$ cat config.mk
export PLATFORM = sky130hd
export DESIGN_NAME = idelay_tap_calibrator
export DESIGN_NICKNAME = d
export VERILOG_FILES = /design/src/rtl/idelay_cal_pkg.sv /design/src/rtl/idelay_cal_window.sv /design/src/rtl/idelay_tap_calibrator.sv
export SDC_FILE = /design/constraint.sdc
export NUM_CORES = 1
export LEC_CHECK = 0
export CORE_AREA = 8 8 159 161
export DETAILED_ROUTE_END_ITERATION = 8
export DIE_AREA = 0 0 167 169
export PLACE_DENSITY = 0.94
export SETUP_SLACK_MARGIN = 0.02
export SYNTH_ARGS = -nofsm -noshare
export SYNTH_HDL_FRONTEND = slang
export SYNTH_SLANG_ARGS = --single-unit
$ cat constraint.sdc
create_clock -name adc_dco_clk -period 10.55 [get_ports adc_dco_clk]
set_clock_uncertainty 0.2 [all_clocks]
set_input_delay 2.11 -clock adc_dco_clk [delete_from_list [all_inputs] [get_ports adc_dco_clk]]
set_output_delay 2.11 -clock adc_dco_clk [all_outputs]
set_load 0.05 [all_outputs]
$ cat src/rtl/idelay_cal_pkg.sv
// Shared types and constants for the IODELAYE1 tap calibrator.
package idelay_cal_pkg;

  localparam int TAP_W    = 5;   // IODELAYE1 CNTVALUE width
  localparam int NUM_TAPS = 32;  // taps swept per lane
  localparam int RUN_W    = 6;   // window lengths reach 32, so one bit wider than a tap
  localparam int CNT_W    = 10;  // covers SAMPLE_CYCLES up to 1023

  typedef enum logic [2:0] {
    ST_IDLE,
    ST_LOAD,
    ST_SETTLE,
    ST_SAMPLE,
    ST_EVAL,
    ST_APPLY,
    ST_DONE
  } cal_state_t;

endpackage

$ cat src/rtl/idelay_cal_window.sv
// Per-lane pass-window tracker: sticky error flag for the current tap, plus the
// current and best runs of consecutive passing taps. The centre and fail
// outputs are derived from the next-state values so the top level can register
// them in the same cycle the last tap is scored.
module idelay_cal_window
  import idelay_cal_pkg::*;
(
  input  logic             clk,
  input  logic             reset,
  input  logic             clear,
  input  logic             err_clr,
  input  logic             sample_en,
  input  logic             mismatch,
  input  logic             eval_en,
  input  logic [TAP_W-1:0] tap,
  output logic [TAP_W-1:0] center_next,
  output logic             fail_next
);

  logic             err_q, err_d;
  logic [RUN_W-1:0] run_len_q, run_len_d;
  logic [RUN_W-1:0] best_len_q, best_len_d;
  logic [TAP_W-1:0] run_start_q, run_start_d;
  logic [TAP_W-1:0] best_start_q, best_start_d;

  // Next-state of the error flag and window tracker.
  always_comb begin
    // NOTE: every variable gets a default first so no path can infer a latch.
    err_d        = err_q;
    run_len_d    = run_len_q;
    best_len_d   = best_len_q;
    run_start_d  = run_start_q;
    best_start_d = best_start_q;
    if (clear) begin
      err_d        = 1'b0;
      run_len_d    = '0;
      best_len_d   = '0;
      run_start_d  = '0;
      best_start_d = '0;
    end else begin
      if (err_clr)
        err_d = 1'b0;
      else if (sample_en && mismatch)
        err_d = 1'b1;

      if (eval_en) begin
        if (!err_q) begin
          if (run_len_q == '0)
            run_start_d = tap;
          run_len_d = run_len_q + RUN_W'(1);
          // Strict compare: an equal-length later window never displaces an earlier one.
          if (run_len_d > best_len_q) begin
            best_len_d   = run_len_d;
            best_start_d = run_start_d;
          end
        end else begin
          run_len_d = '0;
        end
      end
    end
  end

  // Tracker registers.
  always_ff @(posedge clk) begin
    // NOTE: state registers use non-blocking assignments so all flops update together.
    if (reset) begin
      err_q        <= 1'b0;
      run_len_q    <= '0;
      best_len_q   <= '0;
      run_start_q  <= '0;
      best_start_q <= '0;
    end else begin
      err_q        <= err_d;
      run_len_q    <= run_len_d;
      best_len_q   <= best_len_d;
      run_start_q  <= run_start_d;
      best_start_q <= best_start_d;
    end
  end

  // best_start + best_len <= 32, so start + len/2 always fits in a tap.
  assign center_next = best_start_d + best_len_d[RUN_W-1:1];
  assign fail_next   = (best_len_d == '0);

endmodule

$ cat src/rtl/idelay_tap_calibrator.sv
// Sweeps all IODELAYE1 taps on every lane in parallel against a known ADC test
// pattern, then loads each lane with the centre of its widest passing window.
module idelay_tap_calibrator
  import idelay_cal_pkg::*;
#(
  parameter int NUM_LANES     = 8,
  parameter int SETTLE_CYCLES = 16,
  parameter int SAMPLE_CYCLES = 64
) (
  input  logic                       adc_dco_clk,
  input  logic                       reset,
  input  logic                       start,
  input  logic [NUM_LANES-1:0]       data_p,
  input  logic [NUM_LANES-1:0]       data_n,
  input  logic [NUM_LANES-1:0]       expected_p,
  input  logic [NUM_LANES-1:0]       expected_n,
  output logic [NUM_LANES-1:0]       delay_ld,
  output logic [TAP_W-1:0]           delay_wdata,
  output logic                       busy,
  output logic                       done,
  output logic [NUM_LANES-1:0]       lane_fail,
  output logic [TAP_W*NUM_LANES-1:0] tap_center
);

  localparam int LANE_W = (NUM_LANES > 1) ? $clog2(NUM_LANES) : 1;

  cal_state_t        state_q, state_d;
  logic [TAP_W-1:0]  tap_q, tap_d;
  logic [CNT_W-1:0]  cnt_q, cnt_d;
  logic [LANE_W-1:0] lane_q, lane_d;

  logic                       start_acc;
  logic [NUM_LANES-1:0]       mismatch;
  logic [TAP_W-1:0]           center_next [NUM_LANES];
  logic [NUM_LANES-1:0]       fail_next;
  logic [TAP_W*NUM_LANES-1:0] center_flat;

  logic [NUM_LANES-1:0] ld_d;
  logic [TAP_W-1:0]     wdata_d;
  logic                 busy_d, done_d;

  assign start_acc = start && (state_q == ST_IDLE || state_q == ST_DONE);

  for (genvar i = 0; i < NUM_LANES; i++) begin : g_lane
    assign mismatch[i] = (data_p[i] != expected_p[i]) || (data_n[i] != expected_n[i]);

    idelay_cal_window u_window (
      .clk         (adc_dco_clk),
      .reset       (reset),
      .clear       (start_acc),
      .err_clr     (state_q == ST_LOAD),
      .sample_en   (state_q == ST_SAMPLE),
      .mismatch    (mismatch[i]),
      .eval_en     (state_q == ST_EVAL),
      .tap         (tap_q),
      .center_next (center_next[i]),
      .fail_next   (fail_next[i])
    );

    assign center_flat[TAP_W*i +: TAP_W] = center_next[i];
  end

  // State, tap, dwell counter and lane index registers.
  always_ff @(posedge adc_dco_clk) begin
    if (reset) begin
      state_q <= ST_IDLE;
      tap_q   <= '0;
      cnt_q   <= '0;
      lane_q  <= '0;
    end else begin
      state_q <= state_d;
      tap_q   <= tap_d;
      cnt_q   <= cnt_d;
      lane_q  <= lane_d;
    end
  end

  // Next-state and counter sequencing.
  always_comb begin
    state_d = state_q;
    tap_d   = tap_q;
    lane_d  = lane_q;
    case (state_q)
      ST_IDLE, ST_DONE: if (start) begin
        state_d = ST_LOAD;
        tap_d   = '0;
      end
      ST_LOAD:   state_d = ST_SETTLE;
      ST_SETTLE: if (cnt_q == CNT_W'(SETTLE_CYCLES - 1)) state_d = ST_SAMPLE;
      ST_SAMPLE: if (cnt_q == CNT_W'(SAMPLE_CYCLES - 1)) state_d = ST_EVAL;
      ST_EVAL: begin
        if (tap_q == TAP_W'(NUM_TAPS - 1)) begin
          state_d = ST_APPLY;
          lane_d  = '0;
        end else begin
          state_d = ST_LOAD;
          tap_d   = tap_q + TAP_W'(1);
        end
      end
      ST_APPLY: begin
        lane_d = lane_q + LANE_W'(1);
        if (lane_q == LANE_W'(NUM_LANES - 1)) state_d = ST_DONE;
      end
      default: state_d = ST_IDLE;
    endcase

    if (state_d == state_q && (state_q == ST_SETTLE || state_q == ST_SAMPLE))
      cnt_d = cnt_q + CNT_W'(1);
    else
      cnt_d = '0;
  end

  // Output decode from the next state so the registered strobes line up with it.
  always_comb begin
    ld_d    = '0;
    wdata_d = '0;
    busy_d  = !(state_d == ST_IDLE || state_d == ST_DONE);
    done_d  = (state_d == ST_DONE);
    case (state_d)
      ST_LOAD: begin
        ld_d    = '1;
        wdata_d = tap_d;
      end
      ST_APPLY: begin
        ld_d[lane_d] = 1'b1;
        wdata_d      = center_next[lane_d];
      end
      default: ;
    endcase
  end

  // Registered outputs; results are captured as the last lane is applied.
  always_ff @(posedge adc_dco_clk) begin
    if (reset) begin
      delay_ld    <= '0;
      delay_wdata <= '0;
      busy        <= 1'b0;
      done        <= 1'b0;
      lane_fail   <= '0;
      tap_center  <= '0;
    end else begin
      delay_ld    <= ld_d;
      delay_wdata <= wdata_d;
      busy        <= busy_d;
      done        <= done_d;
      if (state_q == ST_APPLY && state_d == ST_DONE) begin
        lane_fail  <= fail_next;
        tap_center <= center_flat;
      end
    end
  end

endmodule

Word level (Yosys, flattened, before mapping)
Index checks and enable logic that the tools add are counted.

Add/subtract/negate cells: 19. Magnitude comparators: 11. Multiplexer cells: 98. Bitwise operators: 10. Equality and inequality tests: 30. Reduce and logical (&&, ||, !) cells: 54.

Operator list (number): $mux W6 (40); $mux W5 (44); $logic_not A6 Y1 (16); $add A6 B1 Y6 const B (8); $gt A6 B6 Y1 (8); $add A5 B5 Y5 (8); $pmux W5 S2 (2); $eq A3 B3 Y1 const B (6); $mux W3 (6); $pmux W3 S6 (1); $ne A1 B1 Y1 (16); $pmux W8 S2 (1); $reduce_and A2 Y1 (8); $bmux W5 S3 (1); $logic_and A1 B1 Y1 (12); $logic_or A1 B1 Y1 (11); $add A10 B1 Y10 const B (1); $eq A10 B4 Y1 const B (1); $eq A10 B6 Y1 const B (1); $not A1 Y1 (9); $eq A3 B1 Y1 const B (2); $eq A3 B2 Y1 const B (2); $logic_not A3 Y1 (2); $pmux W3 S2 (1); other kinds (13) (15).

Bits of input ports: 35. Word-level logic and storage cells: 272. Flip-flop bits (word level): 268.

Longest topological paths before layout
Gate-level depths: netlist of the first run.

Depth after elaboration: 11. Gate-level depth with buffers: 22. Depth with buffers taken out: 21.

Modules after synthesis
Synthesis of the first run repeated with hierarchy kept, for this count alone.

Cell total of the unflattened synthesis: 1806. Area total of the unflattened synthesis: 15102.0 µm².

By module, submodules not included: idelay_cal_window (cells each 162, instances 8, area each 1390.1 µm², seq. area each 460.4 µm²); idelay_tap_calibrator (cells each 510, instances 1, area each 3981.3 µm², seq. area each 1681.6 µm²).

Worst setup path before layout of the first run
Ideal clock, no wire load.

Path kind: input to register. Start point: in start. End point: reg delay_wdata[4]. Cell stages on the path: 15. Arrival time: 5.198 ns. Slack: 5.028 ns. Library setup time: 0.124 ns. Cell sequence: nor2b_1 -> and2_1 -> buf_2 -> buf_2 -> buf_1 -> buf_1 -> buf_1 -> nor2_1 -> ha_1 -> fa_1 -> a21o_1 -> a21oi_1 -> xnor3_1 -> o22ai_1 -> o41ai_2.

Word-level cells in the longest chain between the ends: 7.

Ends and longest elaborated chain: start, declared (line idelay_tap_calibrator.sv:12) `input logic start,`; $logic_and A1 B1 Y1 (line idelay_tap_calibrator.sv:42) `assign start_acc = start && (state_q == ST_IDLE || state_q == ST_DONE);`; $mux W5 (line idelay_cal_window.sv:34) `if (clear) begin`; named net g_lane[2].u_window.best_start_d[0] (line idelay_cal_window.sv:24) `logic [TAP_W-1:0] best_start_q, best_start_d;`; $add A5 B5 Y5 (line idelay_cal_window.sv:82) `assign center_next = best_start_d + best_len_d[RUN_W-1:1];`; $bmux W5 S3 (line idelay_tap_calibrator.sv:126) `wdata_d = center_next[lane_d];`; $mux W5 (not written as such) (2 in series) (line idelay_tap_calibrator.sv:126); $pmux W5 S2 (line idelay_tap_calibrator.sv:119) `case (state_d)`; end signal, assigned (line idelay_tap_calibrator.sv:143) `delay_wdata <= wdata_d;`; end, declared (line idelay_tap_calibrator.sv:18) `output logic [TAP_W-1:0] delay_wdata,`.

The timed path passes the listed nets, and every way through them passes these cells. The select of a mux whose other input is x is not followed. A chain may end at the register's enable or synchronous reset.

Final worst setup path of the first run
Start point: in start. End point: reg delay_wdata[4].

Word-level cells in the longest chain between the ends: 7.

Ends and longest elaborated chain (line): $logic_and A1 B1 Y1 (idelay_tap_calibrator.sv:42); $mux W5 (idelay_cal_window.sv:34); named net g_lane[5].u_window.best_start_d[0] (idelay_cal_window.sv:24); $add A5 B5 Y5 (idelay_cal_window.sv:82); $bmux W5 S3 (idelay_tap_calibrator.sv:126); $mux W5 (not written as such) (2 in series) (idelay_tap_calibrator.sv:126); $pmux W5 S2 (idelay_tap_calibrator.sv:119).

The timed path passes the listed nets, and every way through them passes these cells. The select of a mux whose other input is x is not followed.

==> results of run 1 <==
## through the flow
step / total power [µW] / setup WS, ns / hold slack, ns
after floorplan: 1100 / 5.03 / 0.230
after global placement: 1140 / 4.33 / 0.237
after detailed placement: 1140 / 4.20 / 0.246
after CTS: 2130 / 4.74 / 0.254
after global routing: 2190 / 4.44 / 0.272
final: 2140 / 4.65 / 0.254
## report_power, final
group	switching [µW]	internal, µW
Sequential	5.22	1020
Combinational	68.3	29.2
Clock	408	609
Total	482	1660
## layout make-up
| class | count | area share, % |
|---|---|---|
| Clock buffer | 38 | 4.77 |
| Clock inverter | 11 | 0.968 |
| Tap cell | 290 | 2.23 |
| Multi-Input combinational cell | 1229 | 50.3 |
| Inverter | 91 | 2.10 |
| Timing Repair Buffer | 113 | 6.68 |
| Sequential cell | 268 | 32.9 |
## cell usage in the layout, fill, tap and decap left out, types with 27 or more instances in the layout
cell type,instances
a211oi_1,39
ha_1,100
inv_1,88
mux2i_1,102
nor2b_1,33
a21o_1,27
a21oi_1,128
xnor2_1,68
nand3_1,56
dfxtp_1,268
nand2_1,123
nor3_1,52
clkdlybuf4s50_1,96
a22oi_1,27
nor2_1,252
clkbuf_16,27
## worst max-delay path by stage
stage	to	cells past startpoint	startpoint	slack [ns]
after floorplan	delay_wdata[4]	15	start	5.03
after global placement	delay_wdata[4]	13	start	4.33
after detailed placement	delay_wdata[4]	13	start	4.20
after CTS	delay_wdata[4]	13	start	4.74
after global routing	delay_wdata[4]	13	start	4.44
final	delay_wdata[4]	13	start	4.65
## flip-flops by register name (all words and copies together), names as in the netlist
name                          cells
cnt_q                            10
state_q                           3
delay_wdata                       5
busy                              1
g_lane.u_window.run_start_q      40
lane_fail                         8
g_lane.u_window.err_q             8
tap_center                       40
lane_q                            3
g_lane.u_window.best_len_q       48
done                              1
g_lane.u_window.best_start_q     40
g_lane.u_window.run_len_q        48
tap_q                             5
delay_ld                          8
## kinds of logic after synthesis
group	Yosys count
AND/OR/NAND/NOR	607
AO/OA/AOI/OAI	318
flip-flops	268
buffers and inverters	200
multiplexers	108
adder cells (fa/ha/maj)	108
XOR/XNOR	88
## layer usage
metal | routed length, µm | share of wire [%] | track usage [%] | vias up
li1 | - | - | - | 5890
met1 | 14800 | 38 | 30.5 | 5982
met2 | 18400 | 47 | 45.3 | 654
met3 | 3440 | 8.7 | 5.82 | 210
met4 | 2830 | 7.2 | 18.8 | 0
met5 | 0 | 0 | 0 | -
## synthesized netlist by cell type (all sizes together), types with 54 or more instances
cell type and number:
a21oi 131, clkbuf 69, dfxtp 268, ha 100
inv 91, mux2i 102, nand2 123, nand3 57
nor2 257, nor3 54, xnor2 68
## worst max-delay path, stage by stage
cell and delay, ns:
clkdlybuf4s50_1 0.50, nor2b_1 0.21, and2_4 0.49, buf_4 0.60
a211oi_1 0.15, ha_1 0.27, fa_1 0.40, a21o_1 0.17
a21oi_1 0.21, xnor2_1 0.23, mux2i_1 0.28, o2111ai_1 0.15
o41ai_2 0.32
==> impl_metrics.yaml, run 1 <==
run_status:
  outcome: "finished clean"
cells_and_area:
  seqCellArea_um2: 5370
  antenna_cells: 0
  multi_input_area_um2: 8200
  final_layout_size_suffix_gt1_share_pct: 5.03
  finalInstanceArea_um2: 16300
  nets: 1873
  area_delta_synth_final_pct: 13.6
  final_cell_count_no_fill: 2040
  fill_cells: 1514
  fin_util_pct: 71.1
setup_path:
  regToRegStartpoint: "g_lane[6].u_window.run_len_q[0]"
  reg2reg_depth: 18
  cp_max_fo: 55
  start_kind: "input pin"
  r2r-end: "delay_wdata[4]"
  path_class: "input pin to register"
  r2r_slack_ns: 5.36
  cp-end-kind: "register"
  arrival_ns: 6.14
  required_ns: 10.79
min_path:
  whs_endpoint: "lane_fail[6]"
  holdPathStages: 2
  hold_start: "lane_fail[6]"
  hp-class: "register to register"
detailed_routing:
  wl_um: 39500
  viasPerCell: 6.24
  drtAntennaViolNets: 0
  route.detailed.drc: 0
  wire_per_inst_um: 19.4
  drtPass1Iterations: 8
  vias: 12700
  drtIter0Drc: 1423
timing:
  relSlewSlack_pct: 24.8
  max_slew.worst_pin.slew_ns: 1.13
  period_needed_ns: 5.90
  hold_viol: 0
  tns_ns: 0
  fmax_mhz: 169
  rsz0062_at_grt: "no"
  slew_violations: 0
  setup_viol: 0
  finalCritPeriodShare_pct: 55.9
yosys:
  synth_fa_ha_area_share_pct: 9.84
  synthCells: 1697
  yosysTopAreaCellShare_pct: 37.4
  syn_area_per_cell_um2: 8.45
  synth_compound_area_share_pct: 14.5
  synth_mux_area_share_pct: 7.59
  yosysTopAreaCell: "dfxtp_1"
  syn-cell-area_um2: 14300
  synth-seq-area-share_pct: 37.4
  synth_edf_count: 0
  ys.flop_type: "dfxtp_1"
  synthSimpleGateAreaFrac_pct: 19.6
  ys.warnings.count: 0
  synth_xor_area_share_pct: 5.57
  synth_seq_cells: 268
  synth_cell_types: 71
  syn_nets: 1840
  synth_top_family_by_area: "simple AND/OR/NAND/NOR gates"
  async_flop_share_pct: 0
  synthTopCellsByArea: "dfxtp_1 37%, ha_1 8.7%, mux2i_1 7.1%"
global_routing:
  grt_pass1_vias: 12600
  grt.overflow.total: 0
  grt_pass1_wl_um: 63500
  track_usage_pct: 27.0
  grt_start_max_net_pins: 93
  antenna_found_initial: 0
die:
  start_util_pct: 62.6
  dieArea_um2: 28200
  die_x_um: 167
  die_h_um: 169
  rows: 56
  boundaryPins: 98
  coreArea_um2: 22900
clocking:
  cts-root-buf: "clkbuf_16"
  clockBufferDepth: 3
  ctsHoldBuffers: 0
  path_clk_slew_ns: 0.07
  cts.sinks: 268
  post_cts_buffers: 0
  cts_buffers: 27
  cts.repair.resized: 0
  cts_tree: "done"
  htree_levels: 1
  clk_latency_ns: 0.54
power:
  p_leak_uw: 0.00653
  p_per_area_nw_per_um2: 131
  ir_drop_v: 0.000127
placement:
  gp_congestion: 0.956
  dpl.cell_count: 1991
  port_buffers: 97
  place_hpwl_um: 26500
  place_area_um2: 15400
run:
  maxCapViolCount: 0
Note: power is estimated with default switching activity, not from simulation.
==> inputs of run 2 (changes only) <==
--- a/config.mk
+++ b/config.mk
@@ -5,10 +5,10 @@
 export SDC_FILE = /design/constraint.sdc
 export NUM_CORES = 1
 export LEC_CHECK = 0
-export CORE_AREA = 8 8 159 161
+export CORE_AREA = 8 8 172 174
 export DETAILED_ROUTE_END_ITERATION = 8
-export DIE_AREA = 0 0 167 169
-export PLACE_DENSITY = 0.94
+export DIE_AREA = 0 0 180 182
+export PLACE_DENSITY = 0.86
 export SETUP_SLACK_MARGIN = 0.02
 export SYNTH_ARGS = -nofsm -noshare
 export SYNTH_HDL_FRONTEND = slang
==> constraint.sdc (replaced) <==
create_clock -name adc_dco_clk -period 5.3 [get_ports adc_dco_clk]
set_clock_uncertainty 0.2 [all_clocks]
set_input_delay 1.06 -clock adc_dco_clk [delete_from_list [all_inputs] [get_ports adc_dco_clk]]
set_output_delay 1.06 -clock adc_dco_clk [all_outputs]
set_load 0.05 [all_outputs]
==> run 2 against run 1 <==
Clock power grew 88%; largest cell class unchanged; count of clock-buffer cells in the layout up 1; sequential cell count unchanged; largest power group unchanged; non-clock buffer count increased by 11.
==> impl_metrics.yaml, run 2 (synthesized netlist as in run 1, its figures left out) <==
timing:
  relSlewSlack_pct: 25.2
  setup_ws_ns: 0.463
  finalCritPeriodShare_pct: 91.3
  period_needed_ns: 4.84
  setup_viol: 0
  fmax_mhz: 207
  hold_viol: 0
  slew_violations: 0
  tns_ns: 0
  rsz0062_at_grt: "no"
  max_slew.worst_pin.slew_ns: 1.12
global_routing:
  grt_pass1_vias: 12200
  track_usage_pct: 22.4
  grt.overflow.total: 0
  grt_pass1_wl_um: 61100
  grt_start_max_net_pins: 100
  antenna_found_initial: 0
setup_path:
  r2r_slack_ns: 0.46
  arrival_ns: 5.09
  r2r-end: "delay_wdata[4]"
  path_class: "register to register"
  regToRegStartpoint: "g_lane[6].u_window.run_len_q[0]"
  cp-end-kind: "register"
  start_kind: "register"
  required_ns: 5.55
  reg2reg_depth: 18
  cp_max_fo: 13
die:
  rows: 60
  die_h_um: 182
  die_x_um: 180
  dieArea_um2: 32800
  start_util_pct: 53.8
  boundaryPins: 98
  coreArea_um2: 26700
clocking:
  clk_latency_ns: 0.54
  htree_levels: 1
  cts-root-buf: "clkbuf_16"
  clockBufferDepth: 3
  post_cts_buffers: 0
  cts.sinks: 268
  path_clk_slew_ns: 0.07
  ctsHoldBuffers: 0
  cts_tree: "done"
  cts_buffers: 27
  cts.repair.resized: 0
cells_and_area:
  finalInstanceArea_um2: 16400
  layout_commonest_cell: "dfxtp_1"
  final_layout_size_suffix_gt1_share_pct: 5.57
  antenna_cells: 0
  top_regs: "g_lane.u_window.best_len_q x48, g_lane.u_window.run_len_q x48"
  mostFrequentLayoutCells: "268 x dfxtp_1, 252 x nor2_1, 128 x a21oi_1"
  nets: 1884
  area_delta_synth_final_pct: 14.5
min_path:
  hp-class: "register to register"
  whs_endpoint: "lane_fail[3]"
  hold_start: "lane_fail[3]"
  holdPathStages: 2
power:
  p_per_area_nw_per_um2: 253
  ir_drop_v: 0.000201
  p_leak_uw: 0.00657
  power.total_uw: 4160
detailed_routing:
  viasPerCell: 5.90
  drtIter0Drc: 1208
  wire_per_inst_um: 18.1
  vias: 12400
  wl_um: 38100
  drtAntennaViolNets: 0
  route.detailed.drc: 0
  drtPass1Iterations: 5
placement:
  gp_congestion: 0.945
  place_area_um2: 15500
  port_buffers: 97
  place_ws_ns: 0.553
  place_hpwl_um: 26900
run:
  maxCapViolCount: 0
run_status:
  outcome: "finished clean"
[run 2: cell types whose count changed in the layout (fill, tap and decap cells not counted)]
cell / delta
clkbuf_1: +1
clkinv_2: -1
bufinv_16: -2
and2_2: +1
buf_12: +3
clkinvlp_4: +2
and2_4: -1
buf_4: +8
[run 2: worst max path at each step]
stage	start	cells after the start	slack, ns	to
2_1_floorplan	start	15	0.83	delay_wdata[4]
3_3_place_gp	g_lane[6].u_window.run_len_q[0]	18	0.74	delay_wdata[4]
3_5_place_dp	g_lane[6].u_window.run_len_q[0]	18	0.55	delay_wdata[4]
4_1_cts	g_lane[6].u_window.run_len_q[0]	18	0.53	delay_wdata[4]
5_1_grt	g_lane[3].u_window.run_len_q[0]	18	0.14	delay_wdata[4]
6_report	g_lane[6].u_window.run_len_q[0]	18	0.46	delay_wdata[4]
[run 2: critical path, stage by stage, from the launching register on]
cell	delay, ns
dfxtp_1	0.42
ha_1	0.23
nand3_1	0.10
xnor2_1	0.28
ha_1	0.33
and4_1	0.22
o21a_1	0.11
o311a_1	0.42
buf_4	0.24
a21oi_1	0.20
nor2_1	0.09
ha_1	0.22
fa_1	0.41
a21o_1	0.17
a21oi_1	0.16
xnor2_1	0.21
mux2i_1	0.26
o2111ai_1	0.17
o41ai_2	0.32
[run 2: per-stage QoR]
| stage | hold slack (ns) | cells | utilization (%) |
|---|---|---|---|
| 5_1_grt | 0.279 | 2102 | 61.6 |
| 4_1_cts | 0.253 | 2102 | 61.6 |
| 2_1_floorplan | 0.230 | 1697 | - |
| 6_report | 0.250 | 2102 | 61.6 |
| 3_3_place_gp | 0.240 | 2053 | 58.3 |
| 3_5_place_dp | 0.247 | 2053 | 58.3 |
[run 2: per-layer routing]
layer	vias to the layer above	GRT usage, %	wire (µm)
met3	135	4.75	2720
li1	5924	-	-
met5	-	0	0
met1	5881	25.3	15100
met2	472	38.9	18200
met4	0	12.4	2130
[run 2: area by class of cell]
cell class | instances | area [µm²]
timing repair buffer | 124 | 1210
clock inverter | 10 | 108
tap | 341 | 427
sequential | 268 | 5370
multi-input combinational | 1229 | 8200
fill | 2115 | 10200
inverter | 91 | 342
clock buffer | 39 | 781
[run 2: report_power, final]
group	total (µW)	internal, µW	switching (µW)	leakage [µW]
sequential	2040	2020	15.5	0.00216
clock	1920	1120	799	0.000431
combinational	198	66.7	132	0.00398
